**config.mk**
```make
export PLATFORM = sky130hd
export DESIGN_NAME = mem_access_stage
export DESIGN_NICKNAME = d
export VERILOG_FILES = /design/src/rtl/mem_access_stage_pkg.sv /design/src/rtl/load_formatter.sv /design/src/rtl/mem_access_stage.sv
export SDC_FILE = /design/constraint.sdc
export NUM_CORES = 1
export LEC_CHECK = 0
export CAP_MARGIN = 20
export CORE_MARGIN = 2
export CORE_UTILIZATION = 40
export CTS_CLUSTER_SIZE = 28
export DETAILED_ROUTE_END_ITERATION = 10
export GPL_ROUTABILITY_DRIVEN = 1
export PLACE_DENSITY = 0.75
export SYNTH_ARGS = -nofsm -noshare
export SYNTH_HDL_FRONTEND = slang
export SYNTH_SLANG_ARGS = --single-unit
```
**constraint.sdc**
```tcl
create_clock -name clk -period 6.18 [get_ports clk]
set_input_delay 1.854 -clock clk [delete_from_list [all_inputs] [get_ports clk]]
set_output_delay 1.854 -clock clk [all_outputs]
set_load 0.01 [all_outputs]
```
**src/rtl/mem_access_stage_pkg.sv**
```systemverilog
`default_nettype none
// ============================================================================
// Module      : mem_access_stage_pkg
// Description : Shared constants for the memory-access pipeline stage:
//               funct3 access-size encodings, MEM/WB write-back source
//               select encodings, FSM state encoding and small helper
//               functions for store lane steering and alignment checks.
// Revision    : 1.0 - initial release
// ============================================================================
package mem_access_stage_pkg;

  // funct3 access size / signedness (loads and stores share encodings)
  localparam logic [2:0] F3_BYTE   = 3'b000;  // LB / SB
  localparam logic [2:0] F3_HALF   = 3'b001;  // LH / SH
  localparam logic [2:0] F3_WORD   = 3'b010;  // LW / SW
  localparam logic [2:0] F3_BYTE_U = 3'b100;  // LBU
  localparam logic [2:0] F3_HALF_U = 3'b101;  // LHU

  // funct3[1:0] size field
  localparam logic [1:0] SZ_BYTE = 2'b00;
  localparam logic [1:0] SZ_HALF = 2'b01;

  // mem_to_reg write-back source select
  localparam logic [1:0] WB_SEL_ALU = 2'b00;
  localparam logic [1:0] WB_SEL_MEM = 2'b01;
  localparam logic [1:0] WB_SEL_PC4 = 2'b10;

  typedef enum logic [0:0] {
    ST_IDLE = 1'b0,
    ST_BUSY = 1'b1
  } state_e;

  // Byte-lane write strobes for a store
  function automatic logic [3:0] store_strobe(input logic [2:0] f3, input logic [1:0] off);
    case (f3)
      F3_BYTE: store_strobe = 4'b0001 << off;
      F3_HALF: store_strobe = 4'b0011 << {off[1], 1'b0};
      default: store_strobe = 4'b1111;
    endcase
  endfunction

  // Store data replicated across lanes so the strobes alone pick the target
  function automatic logic [31:0] store_data(input logic [2:0] f3, input logic [31:0] d);
    case (f3)
      F3_BYTE: store_data = {4{d[7:0]}};
      F3_HALF: store_data = {2{d[15:0]}};
      default: store_data = d;
    endcase
  endfunction

  // Byte accesses never misalign; halves need addr[0]==0; words need addr[1:0]==0
  function automatic logic is_misaligned(input logic [1:0] size, input logic [1:0] off);
    case (size)
      SZ_BYTE: is_misaligned = 1'b0;
      SZ_HALF: is_misaligned = off[0];
      default: is_misaligned = |off;
    endcase
  endfunction

endpackage
`default_nettype wire

```
**src/rtl/load_formatter.sv**
```systemverilog
`default_nettype none
// ============================================================================
// Module      : load_formatter
// Description : Combinational load data extraction and extension. Picks the
//               byte/halfword lane selected by the address offset and sign-
//               or zero-extends it; unknown funct3 values behave as LW.
// Ports       : rdata  in  32  raw word from data memory
//               offset in  2   address bits [1:0]
//               funct3 in  3   access size / signedness
//               data   out 32  formatted load value
// Revision    : 1.0 - initial release
// ============================================================================
module load_formatter
  import mem_access_stage_pkg::*;
(
  input  logic [31:0] rdata,
  input  logic [1:0]  offset,
  input  logic [2:0]  funct3,
  output logic [31:0] data
);

  logic [7:0]  byte_sel;
  logic [15:0] half_sel;

  always_comb begin
    byte_sel = 8'h00;
    case (offset)
      2'd0: byte_sel = rdata[7:0];
      2'd1: byte_sel = rdata[15:8];
      2'd2: byte_sel = rdata[23:16];
      2'd3: byte_sel = rdata[31:24];
      default: byte_sel = 8'h00;
    endcase
    half_sel = offset[1] ? rdata[31:16] : rdata[15:0];

    case (funct3)
      F3_BYTE:   data = {{24{byte_sel[7]}}, byte_sel};
      F3_HALF:   data = {{16{half_sel[15]}}, half_sel};
      F3_BYTE_U: data = {24'h0, byte_sel};
      F3_HALF_U: data = {16'h0, half_sel};
      default:   data = rdata;
    endcase
  end

endmodule
`default_nettype wire

```
**src/rtl/mem_access_stage.sv**
```systemverilog
`default_nettype none
// ============================================================================
// Module      : mem_access_stage
// Description : Pipeline MEM stage. Non-memory ops pass to MEM/WB in one
//               cycle. Loads/stores stall the pipe, issue a request on the
//               data-memory bus and hold it stable until dmem_ack, then
//               write MEM/WB with the formatted load data.
// Ports       : clk, rst (async, active-high)
//               mem_* in     EX/MEM register fields
//               dmem_* out/in data-memory request/response bus
//               mem_stall out hold upstream stages
//               wb_*, mem_misalign out registered MEM/WB fields
// Config      : MEM_MISALIGN_TRAP_EN - when defined, misaligned half/word
//               accesses are dropped and flagged on mem_misalign instead of
//               being performed on the aligned word.
// Revision    : 1.0 - initial release
// ============================================================================
module mem_access_stage
  import mem_access_stage_pkg::*;
(
  input  logic        clk,
  input  logic        rst,
  input  logic [1:0]  mem_mem_to_reg,
  input  logic        mem_mem_read_en,
  input  logic        mem_mem_write_en,
  input  logic        mem_reg_write_en,
  input  logic [31:0] mem_alu_result,
  input  logic [31:0] mem_rs2_data,
  input  logic [4:0]  mem_rd_addr,
  input  logic [2:0]  mem_funct3,
  output logic        dmem_req,
  output logic        dmem_we,
  output logic [31:0] dmem_addr,
  output logic [31:0] dmem_wdata,
  output logic [3:0]  dmem_wstrb,
  input  logic        dmem_ack,
  input  logic [31:0] dmem_rdata,
  output logic        mem_stall,
  output logic [1:0]  wb_mem_to_reg,
  output logic        wb_reg_write_en,
  output logic [31:0] wb_alu_result,
  output logic [31:0] wb_load_data,
  output logic [4:0]  wb_rd_addr,
  output logic        mem_misalign
);

  state_e      state_q, state_d;
  logic        req_q, req_d;
  logic        we_q, we_d;
  logic [31:0] addr_q, addr_d;
  logic [31:0] wdata_q, wdata_d;
  logic [3:0]  wstrb_q, wstrb_d;
  logic [1:0]  offset_q, offset_d;
  logic [2:0]  funct3_q, funct3_d;
  logic [1:0]  wb_mem_to_reg_q, wb_mem_to_reg_d;
  logic        wb_reg_write_en_q, wb_reg_write_en_d;
  logic [31:0] wb_alu_result_q, wb_alu_result_d;
  logic [31:0] wb_load_data_q, wb_load_data_d;
  logic [4:0]  wb_rd_addr_q, wb_rd_addr_d;
  logic        misalign_q, misalign_d;

  logic        mem_op;
  logic        trap;
  logic        stall_c;
  logic [31:0] load_fmt;

  assign mem_op = mem_mem_read_en | mem_mem_write_en;

`ifdef MEM_MISALIGN_TRAP_EN
  assign trap = mem_op & is_misaligned(mem_funct3[1:0], mem_alu_result[1:0]);
`else
  assign trap = 1'b0;
`endif

  // Offset/funct3 are captured at issue so formatting does not depend on
  // upstream keeping them stable.
  load_formatter u_load_formatter (
    .rdata  (dmem_rdata),
    .offset (offset_q),
    .funct3 (funct3_q),
    .data   (load_fmt)
  );

  always_comb begin
    state_d           = state_q;
    req_d             = req_q;
    we_d              = we_q;
    addr_d            = addr_q;
    wdata_d           = wdata_q;
    wstrb_d           = wstrb_q;
    offset_d          = offset_q;
    funct3_d          = funct3_q;
    wb_mem_to_reg_d   = wb_mem_to_reg_q;
    wb_reg_write_en_d = wb_reg_write_en_q;
    wb_alu_result_d   = wb_alu_result_q;
    wb_load_data_d    = wb_load_data_q;
    wb_rd_addr_d      = wb_rd_addr_q;
    misalign_d        = 1'b0;
    stall_c           = 1'b0;

    case (state_q)
      ST_IDLE: begin
        wb_mem_to_reg_d   = mem_mem_to_reg;
        wb_reg_write_en_d = mem_reg_write_en;
        wb_alu_result_d   = mem_alu_result;
        wb_load_data_d    = 32'h0;
        wb_rd_addr_d      = mem_rd_addr;
        if (mem_op) begin
          // Either a bubble while the access runs, or a trapped access
          wb_reg_write_en_d = 1'b0;
          if (trap) begin
            misalign_d = 1'b1;
          end else begin
            stall_c  = 1'b1;
            state_d  = ST_BUSY;
            req_d    = 1'b1;
            we_d     = mem_mem_write_en;  // write wins when both are set
            addr_d   = {mem_alu_result[31:2], 2'b00};
            wdata_d  = store_data(mem_funct3, mem_rs2_data);
            wstrb_d  = mem_mem_write_en ? store_strobe(mem_funct3, mem_alu_result[1:0]) : 4'b0000;
            offset_d = mem_alu_result[1:0];
            funct3_d = mem_funct3;
          end
        end
      end
      ST_BUSY: begin
        if (dmem_ack) begin
          state_d           = ST_IDLE;
          req_d             = 1'b0;
          we_d              = 1'b0;
          wstrb_d           = 4'b0000;
          wb_mem_to_reg_d   = mem_mem_to_reg;
          wb_reg_write_en_d = mem_reg_write_en;
          wb_alu_result_d   = mem_alu_result;
          wb_load_data_d    = we_q ? 32'h0 : load_fmt;
          wb_rd_addr_d      = mem_rd_addr;
        end else begin
          stall_c           = 1'b1;
          wb_reg_write_en_d = 1'b0;
        end
      end
      default: state_d = ST_IDLE;
    endcase
  end

  always_ff @(posedge clk or posedge rst) begin
    if (rst) begin
      state_q           <= ST_IDLE;
      req_q             <= 1'b0;
      we_q              <= 1'b0;
      addr_q            <= 32'h0;
      wdata_q           <= 32'h0;
      wstrb_q           <= 4'b0000;
      offset_q          <= 2'b00;
      funct3_q          <= 3'b000;
      wb_mem_to_reg_q   <= 2'b00;
      wb_reg_write_en_q <= 1'b0;
      wb_alu_result_q   <= 32'h0;
      wb_load_data_q    <= 32'h0;
      wb_rd_addr_q      <= 5'd0;
      misalign_q        <= 1'b0;
    end else begin
      state_q           <= state_d;
      req_q             <= req_d;
      we_q              <= we_d;
      addr_q            <= addr_d;
      wdata_q           <= wdata_d;
      wstrb_q           <= wstrb_d;
      offset_q          <= offset_d;
      funct3_q          <= funct3_d;
      wb_mem_to_reg_q   <= wb_mem_to_reg_d;
      wb_reg_write_en_q <= wb_reg_write_en_d;
      wb_alu_result_q   <= wb_alu_result_d;
      wb_load_data_q    <= wb_load_data_d;
      wb_rd_addr_q      <= wb_rd_addr_d;
      misalign_q        <= misalign_d;
    end
  end

  // Stall is combinational, so it is masked while reset is held
  assign mem_stall       = stall_c & ~rst;
  assign dmem_req        = req_q;
  assign dmem_we         = we_q;
  assign dmem_addr       = addr_q;
  assign dmem_wdata      = wdata_q;
  assign dmem_wstrb      = wstrb_q;
  assign wb_mem_to_reg   = wb_mem_to_reg_q;
  assign wb_reg_write_en = wb_reg_write_en_q;
  assign wb_alu_result   = wb_alu_result_q;
  assign wb_load_data    = wb_load_data_q;
  assign wb_rd_addr      = wb_rd_addr_q;
  assign mem_misalign    = misalign_q;

endmodule
`default_nettype wire

```
==> impl_metrics.toml <==
[logic_synthesis]
synth_top_family_by_area = "simple AND/OR/NAND/NOR gates"
synth_warnings = 0
synthXorXnorAreaFrac = 0
ys_seq_area_frac = 0.573
ys.flop_type = "dfrtp_1"
netlist_top_cells_count = "172 x nand2_1, 146 x dfrtp_1, 66 x o21ai_0, 43 x mux2_2, 31 x mux2i_1"
syn_avg_cell_area_um2 = 10.4
synth.largest_area_cell = "dfrtp_1"
netlist_instances = 616
synth-edff-count = 0
synthDistinctLibCells = 38
synth_area_um2 = 6380
synth_area_leaders = "dfrtp_1 57%, nand2_1 10%, mux2_2 7.6%"
synthAdderAreaFrac = 0
yosys.area_share.simple = 0.150
synth_mux_area_frac = 0.125
ys_ff_latch = 146
synth_top_area_frac = 0.573
synth.most_common_cell = "nand2_1"
ys_async_sr_fraction = 1.00
synth_compound_area_frac = 0.114

[grt]
globalRoute.totalOverflow = 0
grt_max_degree = 95
grt_pass1_wl_um = 28800
antenna_found_initial = 0
grtUsageTotal = 0.223
grt_pass1_vias = 5380

[sta]
period_needed_ns = 5.14
max_freq_mhz = 195
final_max_slew_viol_count = 0
slew_headroom = 0.283
fin_worst_skew_ns = 0.00889
period_share = 0.831
setup_viol = 0
tightestPinTransition_ns = 1.07
whs_ns = 0.462
setup_tns_ns = 0
finalHoldViolations = 0
rsz0062_at_grt = "no"

[worst_setup_path]
critical_path_peak_fanout = 2
critPathMaxStageDelay_ns = 0.55
crit_chain = "clkdlybuf4s50_1 -> nand2b_2 -> a21oi_1 -> clkdlybuf4s50_1"
crit_top_cell = "clkdlybuf4s50_1"
crit_required_ns = 4.33
cp_slowest_cell = "clkdlybuf4s50_1"
crit_arrival_ns = 3.28
startpoint_type = "input port"
crit_path_end_kind = "output pin"
crit_family = "buffers and inverters"
worstSetupPathType = "input port to output pin"
path_buf_inv = 2

[floorplan]
die_x_um = 130
die_y_um = 130
die_area_um2 = 17000
initial_core_util = 0.406
pin_count = 256
coreArea_um2 = 15700
rows = 46

[drt]
first_pass_iters = 5
via_per_inst = 4.98
drt_iter0_markers = 352
drc = 0
ant_nets = 0
wl_per_cell_um = 17.2
drt-total-wl_um = 18600
vias = 5388

[placement]
dpl.hpwl_um = 13100
gp_congestion = 0.802
placed_area_um2 = 9040
io_buffers = 252

[clock_tree]
numCtsBuffers = 17
cts_buffer_depth = 2
holdBufCountCts = 0
cts_setup_buffers = 0
cts_sinks = 146
clk_pin_slew_ns = 0.06
cts_resized = 0
cts_tree = "yes"
cts_max_level = 4
root_buffer = "clkbuf_16"
clock_latency_ns = 0.42

[power_and_ir_drop]
power_uw = 3740
peakVddDrop_uv = 220
leakage_uw = 0.00416
power_density_nw_per_um2 = 388

[outcome]
status = "completed"

[layout]
drive_gt1_frac = 0.108
fin_area_um2 = 9650
nets = 966
seq_area_um2 = 3650
area_growth_pct = 51.3
fill_cells = 1328
n_antenna_cell = 0
multi_input_area_um2 = 2510

[worst_hold_path]
hp-class = "flip-flop to flip-flop"

[run]
max-cap-violations = 0
==> worst reg2reg max path, stage by stage (launching register included) <==
cell,delay [ns]
dfrtp_1,0.51
inv_2,0.26
o21ai_4,0.12
buf_4,0.79
mux2_2,0.50
==> layer usage <==
metal	wire (um)	part of all wire	vias up	track usage
li1	-	-	2566	-
met1	7380	0.40	2584	0.275
met2	8930	0.48	211	0.355
met3	1900	0.10	27	0.0894
met4	397	0.021	0	0.0835
met5	0	0	-	0
==> cell usage in the layout (no fill, tap or decap), drive strengths merged <==
cell           count
o21ai             71
clkbuf            19
o22a               1
nor2              15
clkdlybuf4s50    252
clkinvlp           5
a311oi             1
or2                1
a21o               1
a31oi             17
a221oi             6
or3b               1
dfrtp            146
nor2b             26
and2               1
o41ai              1
bufinv             3
o2111ai            1
buf                6
o221ai             1
mux2i             31
o32ai              1
clkinv             5
nor4               1
mux2              43
inv                7
conb               3
nand2b             3
nor3               2
a21oi             14
a22oi              7
nand2            172
o31ai              1
and3               1
and2b              1
==> final timing paths <==
path                                   startpoint                 to  slack, ns  depth (start not counted)
worst max-delay path                     dmem_ack          mem_stall       1.04                          4
worst min-delay path            wb_alu_result[12]  wb_alu_result[12]       0.46                          2
worst max register to register            state_q      dmem_addr[15]       3.87                          4
worst min register to register  wb_alu_result[12]  wb_alu_result[12]       0.46                          2
max in group asynchronous                     rst    wb_load_data[6]       3.22                          3
min in group asynchronous                     rst     dmem_wdata[19]       2.00                          2
==> through the flow <==
step / std cells / util / setup WS [ns]
6_report: 1083 / 0.614 / 1.04
5_1_grt: 1083 / 0.614 / 0.999
4_1_cts: 1083 / 0.614 / 1.04
3_5_place_dp: 1051 / 0.575 / 1.06
3_3_place_gp: 1051 / 0.575 / 1.04
2_1_floorplan: 618 / - / 0.403
==> logic make-up after synthesis <==
| group | after synthesis |
|---|---|
| AO/OA/AOI/OAI | 123 |
| buffers and inverters | 48 |
| flip-flops | 146 |
| multiplexers | 74 |
| other | 1 |
| AND/OR/NAND/NOR | 224 |
==> report_power, final <==
| part | leakage [uW] | switching [uW] | internal, uW | total, uW |
|---|---|---|---|---|
| Combinational | 0.00208 | 586 | 707 | 1290 |
| Clock | 0.000287 | 406 | 655 | 1060 |
| Sequential | 0.00179 | 173 | 1210 | 1390 |
| Total | 0.00416 | 1170 | 2570 | 3740 |
==> cell type report <==
class                           count  area share
Sequential cell                   146       0.379
Timing Repair Buffer              258       0.266
Multi-Input combinational cell    424       0.261
Clock buffer                       19      0.0469
Tap cell                          216      0.0280
Clock inverter                     13      0.0166
Inverter                            7     0.00324
(Power assumes the default switching activity.)
